[src/rtl/counter_driver.sv]
// Command sequencer for a 16-bit up/down counter: loads a start value, counts to
// a target, and checks the counter's data_out every cycle against a shadow model.
module counter_driver #(
  parameter int WIDTH = 16
) (
  input  logic             clk,
  input  logic             rst,
  input  logic             cmd_valid,
  output logic             cmd_ready,
  input  logic [WIDTH-1:0] cmd_start,
  input  logic [WIDTH-1:0] cmd_target,
  input  logic             cmd_dir,
  output logic [WIDTH-1:0] data_in,
  output logic             ld_cnt,
  output logic             updn_cnt,
  output logic             count_enb,
  input  logic [WIDTH-1:0] data_out,
  output logic             busy,
  output logic             done,
  output logic             pass,
  output logic [WIDTH-1:0] err_value
);

  localparam logic [2:0] S_IDLE   = 3'd0;
  localparam logic [2:0] S_LOAD   = 3'd1;
  localparam logic [2:0] S_SETTLE = 3'd2;
  localparam logic [2:0] S_COUNT  = 3'd3;
  localparam logic [2:0] S_CHECK  = 3'd4;
  localparam logic [2:0] S_DONE   = 3'd5;

  localparam logic [WIDTH-1:0] ONE = {{(WIDTH-1){1'b0}}, 1'b1};

  typedef struct packed {
    logic [WIDTH-1:0] start;
    logic [WIDTH-1:0] target;
    logic             dir;
  } cmd_t;

  logic [2:0]       state;
  logic [WIDTH-1:0] exp_val;
  logic [WIDTH-1:0] remaining;
  logic             dir_q;
  logic             err;
  logic             accept;
  logic             cmp_en;
  logic             mismatch;
  cmd_t             cmd;

  assign cmd       = '{start: cmd_start, target: cmd_target, dir: cmd_dir};
  assign cmd_ready = (state == S_IDLE) && !rst;
  assign accept    = cmd_valid && cmd_ready;
  assign cmp_en    = (state == S_SETTLE) || (state == S_COUNT) || (state == S_CHECK);
  assign mismatch  = (data_out != exp_val);

  always_ff @(posedge clk) begin
    if (rst) begin
      state     <= S_IDLE;
      ld_cnt    <= 1'b1;
      count_enb <= 1'b0;
      updn_cnt  <= 1'b0;
      data_in   <= '0;
      busy      <= 1'b0;
      done      <= 1'b0;
      pass      <= 1'b0;
      err_value <= '0;
      exp_val   <= '0;
      remaining <= '0;
      dir_q     <= 1'b0;
      err       <= 1'b0;
    end else begin
      done <= 1'b0;
      // Sticky error; only the first mismatch of a command is captured.
      if (cmp_en && mismatch) begin
        err <= 1'b1;
        if (!err) err_value <= data_out;
      end
      case (state)
        S_IDLE: begin
          if (accept) begin
            state     <= S_LOAD;
            ld_cnt    <= 1'b0;
            data_in   <= cmd.start;
            exp_val   <= cmd.start;
            remaining <= cmd.dir ? (cmd.target - cmd.start) : (cmd.start - cmd.target);
            dir_q     <= cmd.dir;
            err       <= 1'b0;
            err_value <= '0;
            pass      <= 1'b0;
            busy      <= 1'b1;
          end
        end
        S_LOAD: begin
          state  <= S_SETTLE;
          ld_cnt <= 1'b1;
        end
        S_SETTLE: begin
          if (remaining != '0) begin
            state     <= S_COUNT;
            count_enb <= 1'b1;
            updn_cnt  <= dir_q;
          end else begin
            state <= S_CHECK;
          end
        end
        S_COUNT: begin
          exp_val   <= dir_q ? (exp_val + ONE) : (exp_val - ONE);
          remaining <= remaining - ONE;
          // Drop enable one cycle early: the counter steps on the edge it samples it.
          if (remaining == ONE) begin
            count_enb <= 1'b0;
            state     <= S_CHECK;
          end
        end
        S_CHECK: begin
          state <= S_DONE;
          done  <= 1'b1;
          pass  <= !(err || mismatch);
        end
        S_DONE: begin
          state <= S_IDLE;
          busy  <= 1'b0;
        end
        default: state <= S_IDLE;
      endcase
    end
  end

endmodule

[config.mk]
export PLATFORM = sky130hd
export DESIGN_NAME = counter_driver
export DESIGN_NICKNAME = d
export VERILOG_FILES = /design/src/rtl/counter_driver.sv
export SDC_FILE = /design/constraint.sdc
export NUM_CORES = 1
export LEC_CHECK = 0
export CORE_UTILIZATION = 58
export CTS_CLUSTER_DIAMETER = 80
export DETAILED_ROUTE_END_ITERATION = 8
export DONT_BUFFER_PORTS = 1
export GPL_TIMING_DRIVEN = 1
export PLACE_DENSITY = 0.75
export SYNTH_ARGS = -nofsm -noshare
export SYNTH_HDL_FRONTEND = slang
export SYNTH_SLANG_ARGS = --single-unit
[constraint.sdc]
create_clock -name clk -period 2.4 [get_ports clk]
set_clock_uncertainty 0.05 [all_clocks]
set_input_delay 0.24 -clock clk [delete_from_list [all_inputs] [get_ports clk]]
set_output_delay 0.24 -clock clk [all_outputs]
set_load 0.03 [all_outputs]
==> impl_results.md, run 1 <==
- Comb power frac: 55.2%
- HP Class: in -> reg
- Worst-path cell chain: inv_6 > buf_4 > ha_4 > a211o_1 > or3_1 > nor3_2 > o41ai_4 > a2111oi_2 > nor2_1
- Bufs on Longest Clock Path: 2
- Multi-input gate area: roughly 0.0037 sq mm
- Initial antenna violation count: 0
- Final Hold Fails: 2
- Avg WL per Cell: 18.28 um
- Arr. time, crit path: 2.59 ns
- Drt first pass iters: 9
- Worst-Skew Late Latency: 0.35 ns
- Boundary Pins: just over 90
- Setup violators final: 1
- Pwr dens: 1193 mW/mm^2
- Async SR Flop Fraction: 0%
- CTS tree: done
- Worst path max stage delay: 0.38 ns
- Pleak: 2.698 nW
- Cell count after synthesis: 672
- Largest net degree at the start of global routing: 39
- Vias in the first global route: 4854
- CTS root buf: clkbuf_8
- Chip width: 97.79 um
- Filler Cells Inserted: ~720
- Fmax: 0.4161 GHz
- Clk pwr share: 13.4%
- CP bufs+invs: 2
- Max Cap Viol: 0
- Status: finished, violations left
- Failing checks: design-rule violations, negative hold slack, negative setup slack
- 1st-iter DRT viols: 422
- Sequential Area: ~0.0015 sq mm
- Synth warnings: 0
- Sequential area share after synthesis: 28.22%
- Post-DP HPWL: approximately 11000 um
- H-tree depth: 3
- Vias per cell: 6.242
- Synthesized cell area: 0.005321 sq mm
- Num rows: 34
- Final worst slack: -0.003493 ns
- Antenna viol nets, final: 0
- Required @ worst endpoint: 2.58 ns
- Switching share of power: 46.29%
- Drt total wl: between 10000 and 15000 um
- Power, Total: 7.320 mW
- Sequential fraction of design power: 31.4%
- Share of cells above drive strength 1: 13.82%
- Worst vdd ir: between 0.6 and 0.7 mV
- Placed cells: 776
- Via count: 5056
- Overflow after GRT: 0
- Crit path max-delay family: compound AO/OA/AOI/OAI gates
- Core footprint: 0.008806 sq mm
- Relative slew slack: 25.50%
- TritonCTS Buffers: 9
- Internal power: 3.932 mW
- Most used flip-flop cell after synthesis: dfxtp_1
- RSZ-0062 raised after global routing: true
- Layout area overhead: 15.28%
- Vert. Die Dim: 97.79 um
- Initial core utilization: 60.43%
- IO Port Bufs: 0
- Worst slew pin tran: 1.113 ns
- Library cells used by synthesis: 69
- Total clock sinks: 75
- Mapped Nets: 776
- Setup CP Type: reg -> reg
- Fin crit period: approximately 2.4 ns
- Global-route wire length before repair: 23050 um
- Fin. max-slew vios: 0
- Slowest stage cell, crit path: dfxtp_2
- Avg Cell Area, Syn: 7.919 sq um
- Clk pin slew, worst setup/hold paths: 0.09 ns
- Final Cycle Share: 100.1%
- DRC: 12
- Critical Path Sink Type: flop
- Worst Setup Start Kind: flop
- Routability cong.: 0.8852
- Switching power total: 3.388 mW
- Nets: 801
- Overall Global Routing Usage: 30.05%
- Critical path fanouts, max: 9
- FF+latch count, synth: 75
- ANT cells: 0
- Die footprint: 0.009562 sq mm
- Worst hold-check slack: -0.01660 ns
- Layout Cells excl Fill: 810
- EDFF count, synth: 0
[placed cells by master (no fill, tap or decap), types with 4 or more instances in the layout]
cell type      count
nor2_1            60
a211oi_1          14
or3_1              5
a221oi_1           5
a21o_1            17
a31oi_1            4
buf_4             33
xor2_1            32
dlygate4sd3_1     14
dfxtp_1           73
nand2b_1           4
xnor2_1           13
mux2i_1           20
nand3_1            8
nor2b_1           10
o21ai_0           31
nor4_1             6
o22ai_1            7
a21oi_2            4
ha_1              41
nand2_1           83
clkbuf_8           9
a21oi_1           48
ha_4               8
nor3_1            15
a311oi_1           8
inv_1             44
nand4_1            5
[power groups by stage]
stage | combinational, mW | sequential, mW | clock [mW]
2_1_floorplan | 2.69 | 2.16 | 0
3_3_place_gp | 3.33 | 2.26 | 0
3_5_place_dp | 3.45 | 2.28 | 0
4_1_cts | 3.63 | 2.25 | 0.991
5_1_grt | 4.39 | 2.34 | 1.03
6_report | 4.04 | 2.30 | 0.980
[registers in the layout (all words and copies together) (netlist names), 3 cells and up]
signal / count
data_in: 16
err_value: 16
exp_val: 16
remaining: 16
state: 3
[timing repair]
item / CTS / global route
gates resized for setup: 8 / 32
buffers inserted: 0 / 3
hold endpoints to repair: 51 / 0
cloned: 0 / 0
pin swaps: 1 / 16
hold buffers: 15 / 0
endpoints found under the setup margin: 5 / 29
[metal layers]
| layer | GRT usage, % | up-vias | wire [um] |
|---|---|---|---|
| met3 | 7.373 | 24 | 1237 |
| met5 | 0 | - | 0 |
| met2 | 50.35 | 242 | 6929 |
| li1 | - | 2414 | - |
| met1 | 38.93 | 2376 | 6395 |
| met4 | 7.459 | 0 | 243 |
[synthesized netlist by cell type (2+ instances only)]
cell	number	area (sq um)
mux2i_1	20	200.2
nor2_1	60	225.2
nand3_1	9	45.04
dfxtp_1	75	1501
a22oi_1	3	22.52
a211oi_1	14	105.1
nor4_1	7	43.79
a31oi_1	4	25.02
nor4_2	2	25.02
clkbuf_1	23	86.33
o211ai_1	2	15.01
o21ai_0	33	165.2
inv_1	45	168.9
xor2_1	32	280.3
o21a_1	3	22.52
a41oi_1	2	17.52
nand2_1	83	311.6
fa_1	3	60.06
or3_1	5	31.28
a22o_1	2	17.52
nor2b_1	11	68.82
nor3_1	16	80.08
a21o_1	17	127.6
buf_1	4	15.01
and3_1	2	12.51
nand4_1	5	31.28
nand2b_1	4	25.02
o31a_1	2	17.52
o31ai_1	3	22.52
a31o_2	2	17.52
xnor2_1	13	113.9
a311oi_1	9	78.83
and2_1	3	18.77
ha_1	49	613.1
a21oi_1	52	260.3
o22ai_1	7	43.79
a221oi_1	8	70.07
buf_2	7	35.03
[final timing paths]
kind / slack (ns) / start / depth (start not counted) / to
setup / recovery: -0.003 / dir_q / 9 / exp_val[15]
hold / removal: -0.02 / data_out[11] / 2 / err_value[11]
setup reg to reg: -0.003 / dir_q / 9 / exp_val[15]
hold reg to reg: 0.46 / err / 2 / err
[cell families (layout without fill, tap and decap cells)]
| group | Yosys count | in the layout | share of synthesized area (%) |
|---|---|---|---|
| AND/OR/NAND/NOR | 219 | 219 | 19.66 |
| buffers and inverters | 81 | 111 | 5.948 |
| XOR/XNOR | 45 | 45 | 7.407 |
| adder cells (fa/ha/maj) | 52 | 52 | 12.65 |
| flip-flops | 75 | 75 | 28.22 |
| AO/OA/AOI/OAI | 180 | 180 | 22.36 |
| multiplexers | 20 | 20 | 3.762 |
[area by class of cell]
cell class	instances	share of cell area [%]
inverter	46	2.896
clock buffer	10	2.080
tap	108	2.203
timing repair buffer	49	6.833
sequential	75	24.52
clock inverter	6	1.040
multi-input combinational	516	60.43
[per-stage QoR]
step	worst slack (ns)	hold WS, ns	cell area (sq um)	TNS (ns)	utilization (%)
floorplan	0.007914	0.3066	5321	0	-
finish	-0.003493	-0.01660	6135	-0.003493	69.66
global placement	-0.02903	0.2633	5545	-0.02903	62.97
CTS	-0.004175	0.0001098	5933	-0.004175	67.38
global route	-0.07714	0.007928	6135	-0.2495	69.66
detailed placement	-0.1109	0.2660	5545	-0.2212	62.97
(Power assumes the default switching activity.)
==> run 2: changes to the inputs <==
- DONT_BUFFER_PORTS: 1 -> unset
- PLACE_DENSITY: 0.75 -> 0.85
- SLEW_MARGIN: unset -> 5
- clock period: 2.4 -> 2.82 ns (I/O delays scaled with it)
==> impl_results.md, run 2 (synthesized netlist as in run 1, its figures left out) <==
- Status: finished, violations left
- Failing checks: design-rule violations
- Setup violators final: 0 (-1)
- Reg2reg path depth: 9 (unchanged)
- Overall Global Routing Usage: 31.76% (+1.7 points)
- CTS tree: done
- IO Port Bufs: 90 (+90)
- Relative slew slack: 17.45% (-8.1 points)
- Layout area overhead: 26.31%
- Total clock sinks: 75 (unchanged)
- Die footprint: 0.009562 sq mm (unchanged)
- Antenna viol nets, final: 0 (unchanged)
- Required @ worst endpoint: 3.03 ns (+0.45 ns)
- Num rows: 34 (unchanged)
- Fin crit period: 2.657 ns
- Final Hold Fails: 0 (-2)
- Largest net degree at the start of global routing: 44 (+13%)
- Power, Total: 6.160 mW (-16%)
- Pwr dens: 916.5 mW/mm^2 (-23%)
- HP Class: reg -> reg
- Drt first pass iters: 9 (unchanged)
- Final worst slack: 0.1627 ns (+0.1662 ns)
- DRC: 16 (+4)
- Setup CP Type: in -> reg
- CTS root buf: clkbuf_8
- Avg WL per Cell: 16.81 um (-8.0%)
- Pleak: 2.971 nW (+10%)
- CP bufs+invs: 2 (unchanged)
- Global-route wire length before repair: 24550 um (+6.5%)
- Arr. time, crit path: 2.87 ns (+0.28 ns)
- Critical Path Sink Type: flop
- Vias in the first global route: 5160 (+6.3%)
- Boundary Pins: 91 (unchanged)
- Vert. Die Dim: 97.79 um (unchanged)
- Worst vdd ir: 0.4338 mV (-29%)
- Initial antenna violation count: 0 (unchanged)
- Fmax: 0.3763 GHz
- Worst Setup Start Kind: input pin
- 1st-iter DRT viols: 516 (+22%)
- ANT cells: 0 (unchanged)
- Nets: 880 (+9.9%)
- Core footprint: 0.008806 sq mm (unchanged)
- Bufs on Longest Clock Path: 2 (unchanged)
- Routability cong.: 0.8757 (-1.1%)
- Via count: 5293 (+4.7%)
- Hold EP: data_in[9]
- Worst flop-to-flop path endpoint: exp_val[15]
- Hold path depth: 2 (unchanged)
- Final Cycle Share: 94.23%
- RSZ-0062 raised after global routing: false
- Slowest stage cell, crit path: clkdlybuf4s50_1
- Max Cap Viol: 0 (unchanged)
- Most frequent cells in the layout: clkdlybuf4s50_1, nand2_1, dfxtp_1
- Share of cells above drive strength 1: 9.615% (-4.2 points)
- Post-DP HPWL: 11530 um (+7.3%)
- Worst path max stage delay: 0.51 ns (+0.13 ns)
- Reg2Reg Setup Slack: 0.16 ns (+0.17 ns)
- Initial core utilization: 60.43% (unchanged)
- H-tree depth: 3 (unchanged)
- Chip width: 97.79 um (unchanged)
- Worst-path cell chain: clkdlybuf4s50_1 > inv_1 > ha_1 > fa_1 > o21ai_0 > a21o_1 > o221ai_1 > o31ai_2 > a31oi_2 > mux2i_1 > a311oi_1
- Critical path fanouts, max: 3 (-6)
- Worst slew pin tran: 1.234 ns (+0.1203 ns)
- Reg2reg start: dir_q
- Most common cell after layout, fill and taps aside: clkdlybuf4s50_1
- Clk pin slew, worst setup/hold paths: 0.08 ns (about the same)
- Hold Path Origin: data_in[9]
- Post-CTS Setup Bufs: 0 (unchanged)
- Crit path max-delay family: compound AO/OA/AOI/OAI gates
- Filler Cells Inserted: 661 (-7.8%)
- Overflow after GRT: 0 (unchanged)
- Place WS: -0.1561 ns (-0.04525 ns)
- Vias per cell: 5.961 (-4.5%)
- Fin. max-slew vios: 0 (unchanged)
- Worst-Skew Late Latency: 0.36 ns (about the same)
- TritonCTS Buffers: 9 (unchanged)
- Drt total wl: 14930 um (+0.84%)
run 2: changes by cell type in the layout (fill, tap and decap cells not counted), sizes merged:
cell,previous run,this run
dlygate4sd3,14,0
inv,47,46
bufinv,1,2
buf,35,39
clkdlybuf4s50,0,89
clkinvlp,2,1
run 2: per-stage QoR:
stage	util (%)	TNS (ns)	cells	instance area, sq um	hold slack (ns)
after floorplan	-	0	672	5321	0.3486
after global placement	73.77	-0.06071	873	6496	0.3823
after detailed placement	73.77	-0.2425	873	6496	0.3822
after CTS	76.21	0	888	6711	0.4020
after global routing	76.33	0	888	6721	0.4226
final	76.33	0	888	6721	0.3965
run 2: how the worst max path moves through the flow:
stage                        from            end  slack (ns)  cells past startpoint
detailed placement  cmd_target[0]  remaining[14]       -0.16                     11
CTS                         dir_q    exp_val[15]        0.19                      9
global route                dir_q    exp_val[14]        0.01                     11
finish              cmd_target[0]  remaining[14]        0.16                     11
global placement     cmd_start[0]  remaining[14]       -0.06                     11
floorplan                   dir_q    exp_val[15]        0.30                      8
run 2: layout make-up:
type | instances | area, sq um | area share, %
clock buffer | 10 | 137.6 | 2.048
timing repair buffer | 128 | 1184 | 17.61
tap | 108 | 135.1 | 2.010
clock inverter | 5 | 77.57 | 1.154
multi-input combinational | 516 | 3513 | 52.27
inverter | 46 | 172.7 | 2.569
sequential | 75 | 1501 | 22.34
run 2: repair_timing:
item | 4_1_cts | 5_1_grt
gates resized for setup | 0 | 2
hold buffers | 0 | 0
setup endpoints to repair | 0 | 2
run 2: where the power goes:
part | leakage, nW | internal [mW] | total (mW) | switching (mW)
registers | 0.613 | 1.36 | 1.65 | 0.297
logic | 2.25 | 1.56 | 3.59 | 2.02
clock network | 0.108 | 0.514 | 0.920 | 0.405
total | 2.97 | 3.43 | 6.16 | 2.73
run 2: metal layers:
layer,vias to the layer above,wire length (um),GRT usage [%]
met5,-,0,0
li1,2575,-,-
met1,2462,6713,41.54
met2,226,6917,52.86
met3,30,971,5.798
met4,0,328,10.72
run 2: tightest hold or removal path, stage by stage, from the launching register on:
cell and delay, ns:
dfxtp_1 0.31, nand2_1 0.05, nand2_1 0.04
